--- config.mk ---
export PLATFORM = sky130hd
export DESIGN_NAME = geo_pixel_writer_flat
export DESIGN_NICKNAME = d
export VERILOG_FILES = /design/src/rtl/geo_pkg.sv /design/src/rtl/geo_pixel_writer_if.sv /design/src/rtl/geo_wr_fifo.sv /design/src/rtl/geo_pixel_writer.sv /design/src/flat_wrapper.sv
export SDC_FILE = /design/constraint.sdc
export NUM_CORES = 1
export LEC_CHECK = 0
export ABC_AREA = 1
export CAP_MARGIN = 20
export CORE_MARGIN = 4
export CORE_UTILIZATION = 40
export CTS_CLUSTER_DIAMETER = 100
export DETAILED_ROUTE_END_ITERATION = 8
export HOLD_SLACK_MARGIN = 0.12
export SLEW_MARGIN = 25
export SYNTH_ARGS = -nofsm -noshare
export SYNTH_HDL_FRONTEND = slang
export SYNTH_SLANG_ARGS = --single-unit
--- constraint.sdc ---
create_clock -name clk -period 6 [get_ports clk]
set_clock_uncertainty 0.15 [all_clocks]
set_input_delay 1.5 -clock clk [delete_from_list [all_inputs] [get_ports clk]]
set_output_delay 1.5 -clock clk [all_outputs]
set_load 0.01 [all_outputs]
--- src/rtl/geo_pkg.sv ---
// Shared types and widths for the pixel-writer block: coordinate, address and data sizes,
// plus the write-entry payload carried through the FIFO.
package geo_pkg;

  localparam int unsigned ADDR_W  = 20;
  localparam int unsigned COORD_W = 12;
  localparam int unsigned DATA_W  = 8;

  typedef struct packed {
    logic [ADDR_W-1:0] addr;
    logic [DATA_W-1:0] data;
  } pix_wr_t;

endpackage

--- src/rtl/geo_pixel_writer_if.sv ---
// Memory write port of the pixel writer: request with address/data, acknowledged by memory.
interface geo_pixel_writer_if;
  import geo_pkg::*;

  logic              wr_req;
  logic [ADDR_W-1:0] wr_addr;
  logic [DATA_W-1:0] wr_data;
  logic              wr_ack;

  modport master (output wr_req, output wr_addr, output wr_data, input wr_ack);
  modport slave  (input wr_req, input wr_addr, input wr_data, output wr_ack);

endinterface

--- src/rtl/geo_wr_fifo.sv ---
// Synchronous FIFO of pixel write entries; head is zeroed while empty so the bus idles at 0.
module geo_wr_fifo
  import geo_pkg::*;
#(
  parameter int unsigned Depth = 8
) (
  input  logic                   clk_i,
  input  logic                   rst_ni,
  input  logic                   push_i,
  input  pix_wr_t                push_data_i,
  input  logic                   pop_i,
  output pix_wr_t                head_o,
  output logic                   empty_o,
  output logic [$clog2(Depth):0] count_o
);

  localparam int unsigned PtrW = $clog2(Depth);

  pix_wr_t             mem_q [Depth];
  logic [PtrW-1:0]     wr_ptr_q, wr_ptr_d, rd_ptr_q, rd_ptr_d;
  logic [PtrW:0]       count_q, count_d;
  logic                push_ok, pop_ok;

  assign empty_o = (count_q == '0);
  assign count_o = count_q;
  assign head_o  = empty_o ? '0 : mem_q[rd_ptr_q];

  // A push into a full FIFO is allowed when the head leaves in the same cycle.
  assign pop_ok  = pop_i && !empty_o;
  assign push_ok = push_i && ((count_q < (PtrW+1)'(Depth)) || pop_ok);

  always_comb begin
    wr_ptr_d = wr_ptr_q;
    rd_ptr_d = rd_ptr_q;
    count_d  = count_q;
    if (push_ok) wr_ptr_d = wr_ptr_q + 1'b1;
    if (pop_ok)  rd_ptr_d = rd_ptr_q + 1'b1;
    unique case ({push_ok, pop_ok})
      2'b10:   count_d = count_q + 1'b1;
      2'b01:   count_d = count_q - 1'b1;
      default: count_d = count_q;
    endcase
  end

  always_ff @(posedge clk_i or negedge rst_ni) begin
    if (!rst_ni) begin
      wr_ptr_q <= '0;
      rd_ptr_q <= '0;
      count_q  <= '0;
    end else begin
      wr_ptr_q <= wr_ptr_d;
      rd_ptr_q <= rd_ptr_d;
      count_q  <= count_d;
    end
  end

  always_ff @(posedge clk_i) begin
    if (push_ok) mem_q[wr_ptr_q] <= push_data_i;
  end

endmodule

--- src/rtl/geo_pixel_writer.sv ---
// Turns line-generator pixels into frame-buffer byte writes: clip and multiply (S1),
// address add (S2), then a FIFO feeding the memory write port.
module geo_pixel_writer
  import geo_pkg::*;
#(
  parameter int unsigned FIFO_DEPTH = 8
) (
  input  logic                      clk,
  input  logic                      reset_n,
  input  logic                      enable,
  input  logic                      cfg_load,
  input  logic [ADDR_W-1:0]         cfg_base,
  input  logic [11:0]               cfg_stride,
  input  logic [11:0]               cfg_clip_w,
  input  logic [11:0]               cfg_clip_h,
  input  logic [DATA_W-1:0]         cfg_color,
  input  logic                      pix_valid,
  input  logic signed [COORD_W-1:0] pix_x,
  input  logic signed [COORD_W-1:0] pix_y,
  output logic                      pause,
  geo_pixel_writer_if.master        wr,
  output logic                      idle,
  output logic [15:0]               clip_cnt
);

  localparam int unsigned CntW = $clog2(FIFO_DEPTH) + 1;

  logic [ADDR_W-1:0]  base_q, base_d;
  logic [11:0]        stride_q, stride_d, clip_w_q, clip_w_d, clip_h_q, clip_h_d;
  logic [DATA_W-1:0]  color_q, color_d;

  // S1 keeps a snapshot of base/stride/color so a later cfg_load cannot alter it.
  logic               s1_valid_q, s1_valid_d;
  logic [COORD_W-1:0] s1_x_q, s1_x_d, s1_y_q, s1_y_d;
  logic [ADDR_W-1:0]  s1_base_q, s1_base_d;
  logic [11:0]        s1_stride_q, s1_stride_d;
  logic [DATA_W-1:0]  s1_color_q, s1_color_d;

  logic               s2_valid_q, s2_valid_d;
  logic [23:0]        s2_prod_q, s2_prod_d;
  logic [COORD_W-1:0] s2_x_q, s2_x_d;
  logic [ADDR_W-1:0]  s2_base_q, s2_base_d;
  logic [DATA_W-1:0]  s2_color_q, s2_color_d;

  logic [15:0]        clip_cnt_q, clip_cnt_d;

  logic [CntW-1:0]    fifo_count;
  logic [CntW:0]      occupancy;
  logic               fifo_empty, accept, s1_clip, push, pop;
  logic [23:0]        s1_prod;
  pix_wr_t            push_data, head;

  assign occupancy = {1'b0, fifo_count} + {{CntW{1'b0}}, s1_valid_q}
                   + {{CntW{1'b0}}, s2_valid_q};
  assign pause     = (occupancy >= (CntW+1)'(FIFO_DEPTH));
  assign accept    = enable && pix_valid && !pause;
  assign idle      = !s1_valid_q && !s2_valid_q && (fifo_count == '0);
  assign clip_cnt  = clip_cnt_q;

  // Sign bit catches negatives; non-negative coordinates compare as plain unsigned.
  assign s1_clip = s1_x_q[COORD_W-1] || s1_y_q[COORD_W-1] ||
                   (s1_x_q >= clip_w_q) || (s1_y_q >= clip_h_q);
  assign s1_prod = 24'(s1_y_q) * 24'(s1_stride_q);

  assign push           = enable && s2_valid_q;
  assign push_data.addr = s2_base_q + s2_prod_q[ADDR_W-1:0] + ADDR_W'(s2_x_q);
  assign push_data.data = s2_color_q;
  assign pop            = enable && wr.wr_req && wr.wr_ack;

  assign wr.wr_req  = !fifo_empty;
  assign wr.wr_addr = head.addr;
  assign wr.wr_data = head.data;

  always_comb begin
    base_d      = base_q;
    stride_d    = stride_q;
    clip_w_d    = clip_w_q;
    clip_h_d    = clip_h_q;
    color_d     = color_q;
    s1_valid_d  = s1_valid_q;
    s1_x_d      = s1_x_q;
    s1_y_d      = s1_y_q;
    s1_base_d   = s1_base_q;
    s1_stride_d = s1_stride_q;
    s1_color_d  = s1_color_q;
    s2_valid_d  = s2_valid_q;
    s2_prod_d   = s2_prod_q;
    s2_x_d      = s2_x_q;
    s2_base_d   = s2_base_q;
    s2_color_d  = s2_color_q;
    clip_cnt_d  = clip_cnt_q;
    if (enable) begin
      if (cfg_load) begin
        base_d   = cfg_base;
        stride_d = cfg_stride;
        clip_w_d = cfg_clip_w;
        clip_h_d = cfg_clip_h;
        color_d  = cfg_color;
      end
      s1_valid_d = accept;
      if (accept) begin
        s1_x_d      = pix_x;
        s1_y_d      = pix_y;
        s1_base_d   = base_q;
        s1_stride_d = stride_q;
        s1_color_d  = color_q;
      end
      s2_valid_d = s1_valid_q && !s1_clip;
      if (s1_valid_q) begin
        s2_prod_d  = s1_prod;
        s2_x_d     = s1_x_q;
        s2_base_d  = s1_base_q;
        s2_color_d = s1_color_q;
      end
      if (s1_valid_q && s1_clip && (clip_cnt_q != 16'hFFFF)) clip_cnt_d = clip_cnt_q + 16'd1;
    end
  end

  always_ff @(posedge clk or negedge reset_n) begin
    if (!reset_n) begin
      base_q      <= '0;
      stride_q    <= '0;
      clip_w_q    <= '0;
      clip_h_q    <= '0;
      color_q     <= '0;
      s1_valid_q  <= 1'b0;
      s1_x_q      <= '0;
      s1_y_q      <= '0;
      s1_base_q   <= '0;
      s1_stride_q <= '0;
      s1_color_q  <= '0;
      s2_valid_q  <= 1'b0;
      s2_prod_q   <= '0;
      s2_x_q      <= '0;
      s2_base_q   <= '0;
      s2_color_q  <= '0;
      clip_cnt_q  <= '0;
    end else begin
      base_q      <= base_d;
      stride_q    <= stride_d;
      clip_w_q    <= clip_w_d;
      clip_h_q    <= clip_h_d;
      color_q     <= color_d;
      s1_valid_q  <= s1_valid_d;
      s1_x_q      <= s1_x_d;
      s1_y_q      <= s1_y_d;
      s1_base_q   <= s1_base_d;
      s1_stride_q <= s1_stride_d;
      s1_color_q  <= s1_color_d;
      s2_valid_q  <= s2_valid_d;
      s2_prod_q   <= s2_prod_d;
      s2_x_q      <= s2_x_d;
      s2_base_q   <= s2_base_d;
      s2_color_q  <= s2_color_d;
      clip_cnt_q  <= clip_cnt_d;
    end
  end

  geo_wr_fifo #(
    .Depth (FIFO_DEPTH)
  ) u_fifo (
    .clk_i       (clk),
    .rst_ni      (reset_n),
    .push_i      (push),
    .push_data_i (push_data),
    .pop_i       (pop),
    .head_o      (head),
    .empty_o     (fifo_empty),
    .count_o     (fifo_count)
  );

endmodule

--- src/flat_wrapper.sv ---
// flat-port wrapper written by rule: the top's interface ports become plain ports
module geo_pixel_writer_flat import geo_pkg::*;
#(
  parameter int unsigned FIFO_DEPTH = 8
)
  (clk, reset_n, enable, cfg_load, cfg_base, cfg_stride, cfg_clip_w, cfg_clip_h, cfg_color, pix_valid, pix_x, pix_y, pause, idle, clip_cnt, wr_wr_req, wr_wr_addr, wr_wr_data, wr_wr_ack);
  geo_pixel_writer_if wr_i ();
  input  logic clk;
  input  logic reset_n;
  input  logic enable;
  input  logic cfg_load;
  input  logic [ADDR_W-1:0] cfg_base;
  input  logic [11:0] cfg_stride;
  input  logic [11:0] cfg_clip_w;
  input  logic [11:0] cfg_clip_h;
  input  logic [DATA_W-1:0] cfg_color;
  input  logic pix_valid;
  input  logic signed [COORD_W-1:0] pix_x;
  input  logic signed [COORD_W-1:0] pix_y;
  output logic pause;
  output logic idle;
  output logic [15:0] clip_cnt;
  output wire logic [$bits(wr_i.wr_req)-1:0] wr_wr_req;
  output wire logic [$bits(wr_i.wr_addr)-1:0] wr_wr_addr;
  output wire logic [$bits(wr_i.wr_data)-1:0] wr_wr_data;
  input wire logic [$bits(wr_i.wr_ack)-1:0] wr_wr_ack;
  assign wr_wr_req = wr_i.wr_req;
  assign wr_wr_addr = wr_i.wr_addr;
  assign wr_wr_data = wr_i.wr_data;
  assign wr_i.wr_ack = wr_wr_ack;
  geo_pixel_writer #(.FIFO_DEPTH(FIFO_DEPTH)) u_core (.clk(clk), .reset_n(reset_n), .enable(enable), .cfg_load(cfg_load), .cfg_base(cfg_base), .cfg_stride(cfg_stride), .cfg_clip_w(cfg_clip_w), .cfg_clip_h(cfg_clip_h), .cfg_color(cfg_color), .pix_valid(pix_valid), .pix_x(pix_x), .pix_y(pix_y), .pause(pause), .wr(wr_i), .idle(idle), .clip_cnt(clip_cnt));
endmodule
==> results.md <==
- Status: finished, final reports clean
- Final setup vio count: 0
- Post-synthesis instance total: 2504
- End point of the critical path: u_core.s2_prod_q[14]
- Placed insts: 3331
- Number of max-cap violations: 0
- Post-DP HPWL: 38840 µm
- Horiz. Die Dim: 251.7 µm
- M3 GR Usage: 2.804%
- Grt met2 use: 29.36%
- IO buf count: 140
- Setup crit start kind: flip-flop
- RSZ-0062 raised after global routing: false
- Syn avg cell area: 9.486 µm²
- Routed Antenna Nets: 0
- Most Crowded Layer GR: met2
- Share of cells above drive strength 1: 4.792%
- Sequential fraction of the synthesis area: 51.07%
- Post-CTS resize count: 0
- FP Rows: 89
- H-tree depth: 2
- Setup Buffers After CTS: 0
- Die Y: 251.7 µm
- Post-synth EDFFs: 224
- Drt wl/cell: 16.64 µm
- Fraction of registers with async set/reset: 49.09%
- Max_slew headroom: 35.58%
- Initial Util: 40.32%
- # hold bufs at CTS: 0
- Routed vias/inst: 4.937
- Fmax: 0.1919 GHz
- Slowest cell on crit path: dfrtp_1
- Initial antenna violation count: 0
- YS warnings: 0
- Worst slew pin tran: 966.3 ps
- Post-synth top cells: 537 x nand2_1, 348 x nor2_1, 339 x inv_1, 224 x edfxtp_1, 216 x dfrtp_1
- Hold Crit Class: flip-flop to flip-flop
- Die footprint: 63350 µm²
- Synthesized net count: 2809
- Fillcell total: 5556
- Commonest register cell after synthesis: edfxtp_1
- Critical R2R Capture: u_core.s2_prod_q[14]
- I/O Pins: 141
- P&R area growth vs syn: 15.77%
- Post-synth top area share: 28.32%
- Worst Setup SP: u_core.s1_y_q[2]
- M1 GR Usage: 25.32%
- DRC: 0
- Clock transition at path regs: 60 ps
- R2R Path Start: u_core.s1_y_q[2]
- Syn Std Cell Area: 23750 µm²
- Final period utilization: 86.84%
- GPL Wtd Cong: 0.8618
- Diodes inserted: 0
- Crit path DAT: 5530 ps
- Distinct cells, synth: 41
- Via Count: 16900
- Worst-path cell chain: nand2_1, fa_1, fa_1, inv_1, fa_1, fa_1, inv_1, fa_1, inv_1, ha_1, a21oi_1, inv_1, nor2_1, nand2_1, nand2_1, nand2_1, or2_2, nand3_1, nand2_1
- Fin cells: 3423
- Initial drt markers: 973
- Worst Setup End Kind: flip-flop
- CTS tree: yes
- Final period demand of the worst path: 5210 ps
- Slowest Stage Delay on Critical Path: 650 ps
- Kind of critical path: flip-flop to flip-flop
- Total global routing track utilization: 17.89%
- Grt total ovfl: 0
- Register-to-register setup slack: 790 ps
- Vias in the first global route: 17080
- Clk_lat worst skew: 590 ps
- CTS buffer count: 48
- Global-route wire length before repair: 91850 µm
- Synth area leader: edfxtp_1
- Max FO, Critical Path: 14
- Drt pass-1 iters: 5
- #FFs+latches synth: 440
- Bufs on Longest Clock Path: 3
- Worst-case reg-to-reg path depth: 19
- Drt total wl: 56970 µm
- Final nets: 2915
- Required time worst endpoint: 6320 ps
- Endpoints failing hold: 0
- Clock Tree Root: clkbuf_16
- Core Area: 58910 µm²
- Most frequent cell after synthesis: nand2_1
- Largest net degree at the start of global routing: 130
- Sink Count: 440
- Area contributors post-synth: edfxtp_1 28%, dfrtp_1 23%, fa_1 9.3%
- Final slew viol count: 0
- Post-Route Setup TNS: 0 ps
-- area by class of cell --
cell class	instances	area, µm²	share of cell area, %
Sequential cell	440	12140	44.13
Tap cell	773	967.2	3.517
Clock buffer	73	1366	4.969
Inverter	340	1277	4.646
Clock inverter	17	171.4	0.6233
Timing Repair Buffer	170	1713	6.229
Multi-Input combinational cell	1610	9867	35.88
-- worst min path at each step --
stage                             startpoint                       end  slack (ps)  cells after the start
floorplan               u_core.s1_base_q[10]      u_core.s2_base_q[10]         290                      2
global placement         u_core.s1_base_q[8]       u_core.s2_base_q[8]         310                      2
detailed placement       u_core.s1_base_q[9]       u_core.s2_base_q[9]         310                      2
CTS                      u_core.s1_base_q[9]       u_core.s2_base_q[9]         320                      2
global route        u_core.u_fifo.count_o[0]  u_core.u_fifo.count_o[0]         330                      1
finish                   u_core.s1_base_q[9]       u_core.s2_base_q[9]         320                      2
-- through the flow --
step | utilization, % | setup WS, ps | hold WS [ps] | area [µm²]
floorplan | - | 1046 | 292.2 | 23750
global placement | 43.97 | 790.1 | 310.1 | 25900
detailed placement | 43.97 | 772.5 | 306.9 | 25900
CTS | 46.58 | 778.4 | 322.1 | 27440
global route | 46.68 | 487.8 | 335.0 | 27500
finish | 46.68 | 789.8 | 321.1 | 27500
-- state kept, by name, indices dropped and copies added (netlist names), 12 cells and up --
signal	cells
u_core.s1_y_q	12
u_core.u_fifo.mem_q	224
u_core.clip_h_q	12
u_core.clip_cnt	16
u_core.stride_q	12
u_core.s1_stride_q	12
u_core.s1_x_q	12
u_core.s2_base_q	20
u_core.s1_base_q	20
u_core.s2_x_q	12
u_core.base_q	20
u_core.clip_w_q	12
u_core.s2_prod_q	20
-- cells in the final DEF, fill, tap and decap left out, drive strengths merged, types with 3 or more instances in the layout --
master,count
nand2,539
inv,339
xnor2,17
nand3b,5
o21ai,183
buf,31
a31oi,3
fa,110
ha,101
o21a,4
o32ai,56
clkinv,14
nor2,351
a21oi,107
nand3,65
dfrtp,216
clkdlybuf4s50,139
or2,9
edfxtp,224
clkbuf,73
xor2,24
nand4,14
nor3,9
-- worst max-delay path, delay by kind of cell (launching register included) --
family / cells / cell delay (ps)
flops: 1 / 650
fa+ha+maj: 6 / 3000
buf+inv: 4 / 230
compound gates: 1 / 220
simple gates: 8 / 810
-- per-layer routing --
| metal | part of all wire [%] | wire, µm |
|---|---|---|
| met1 | 47 | 26610 |
| met2 | 47 | 26740 |
| met3 | 4.5 | 2564 |
| met4 | 1.8 | 1053 |
| met5 | 0 | 0 |
-- cell families after synthesis --
family          share of synthesized area, %
compound gates                         8.660
xor+xnor                               1.512
fa+ha+maj                              14.59
buf+inv                                7.512
flops                                  51.07
mux                                  0.09481
simple gates                           16.56
Power is not shown: default switching activity piles up to over one toggle a cycle in this logic, so the estimate is an artifact.
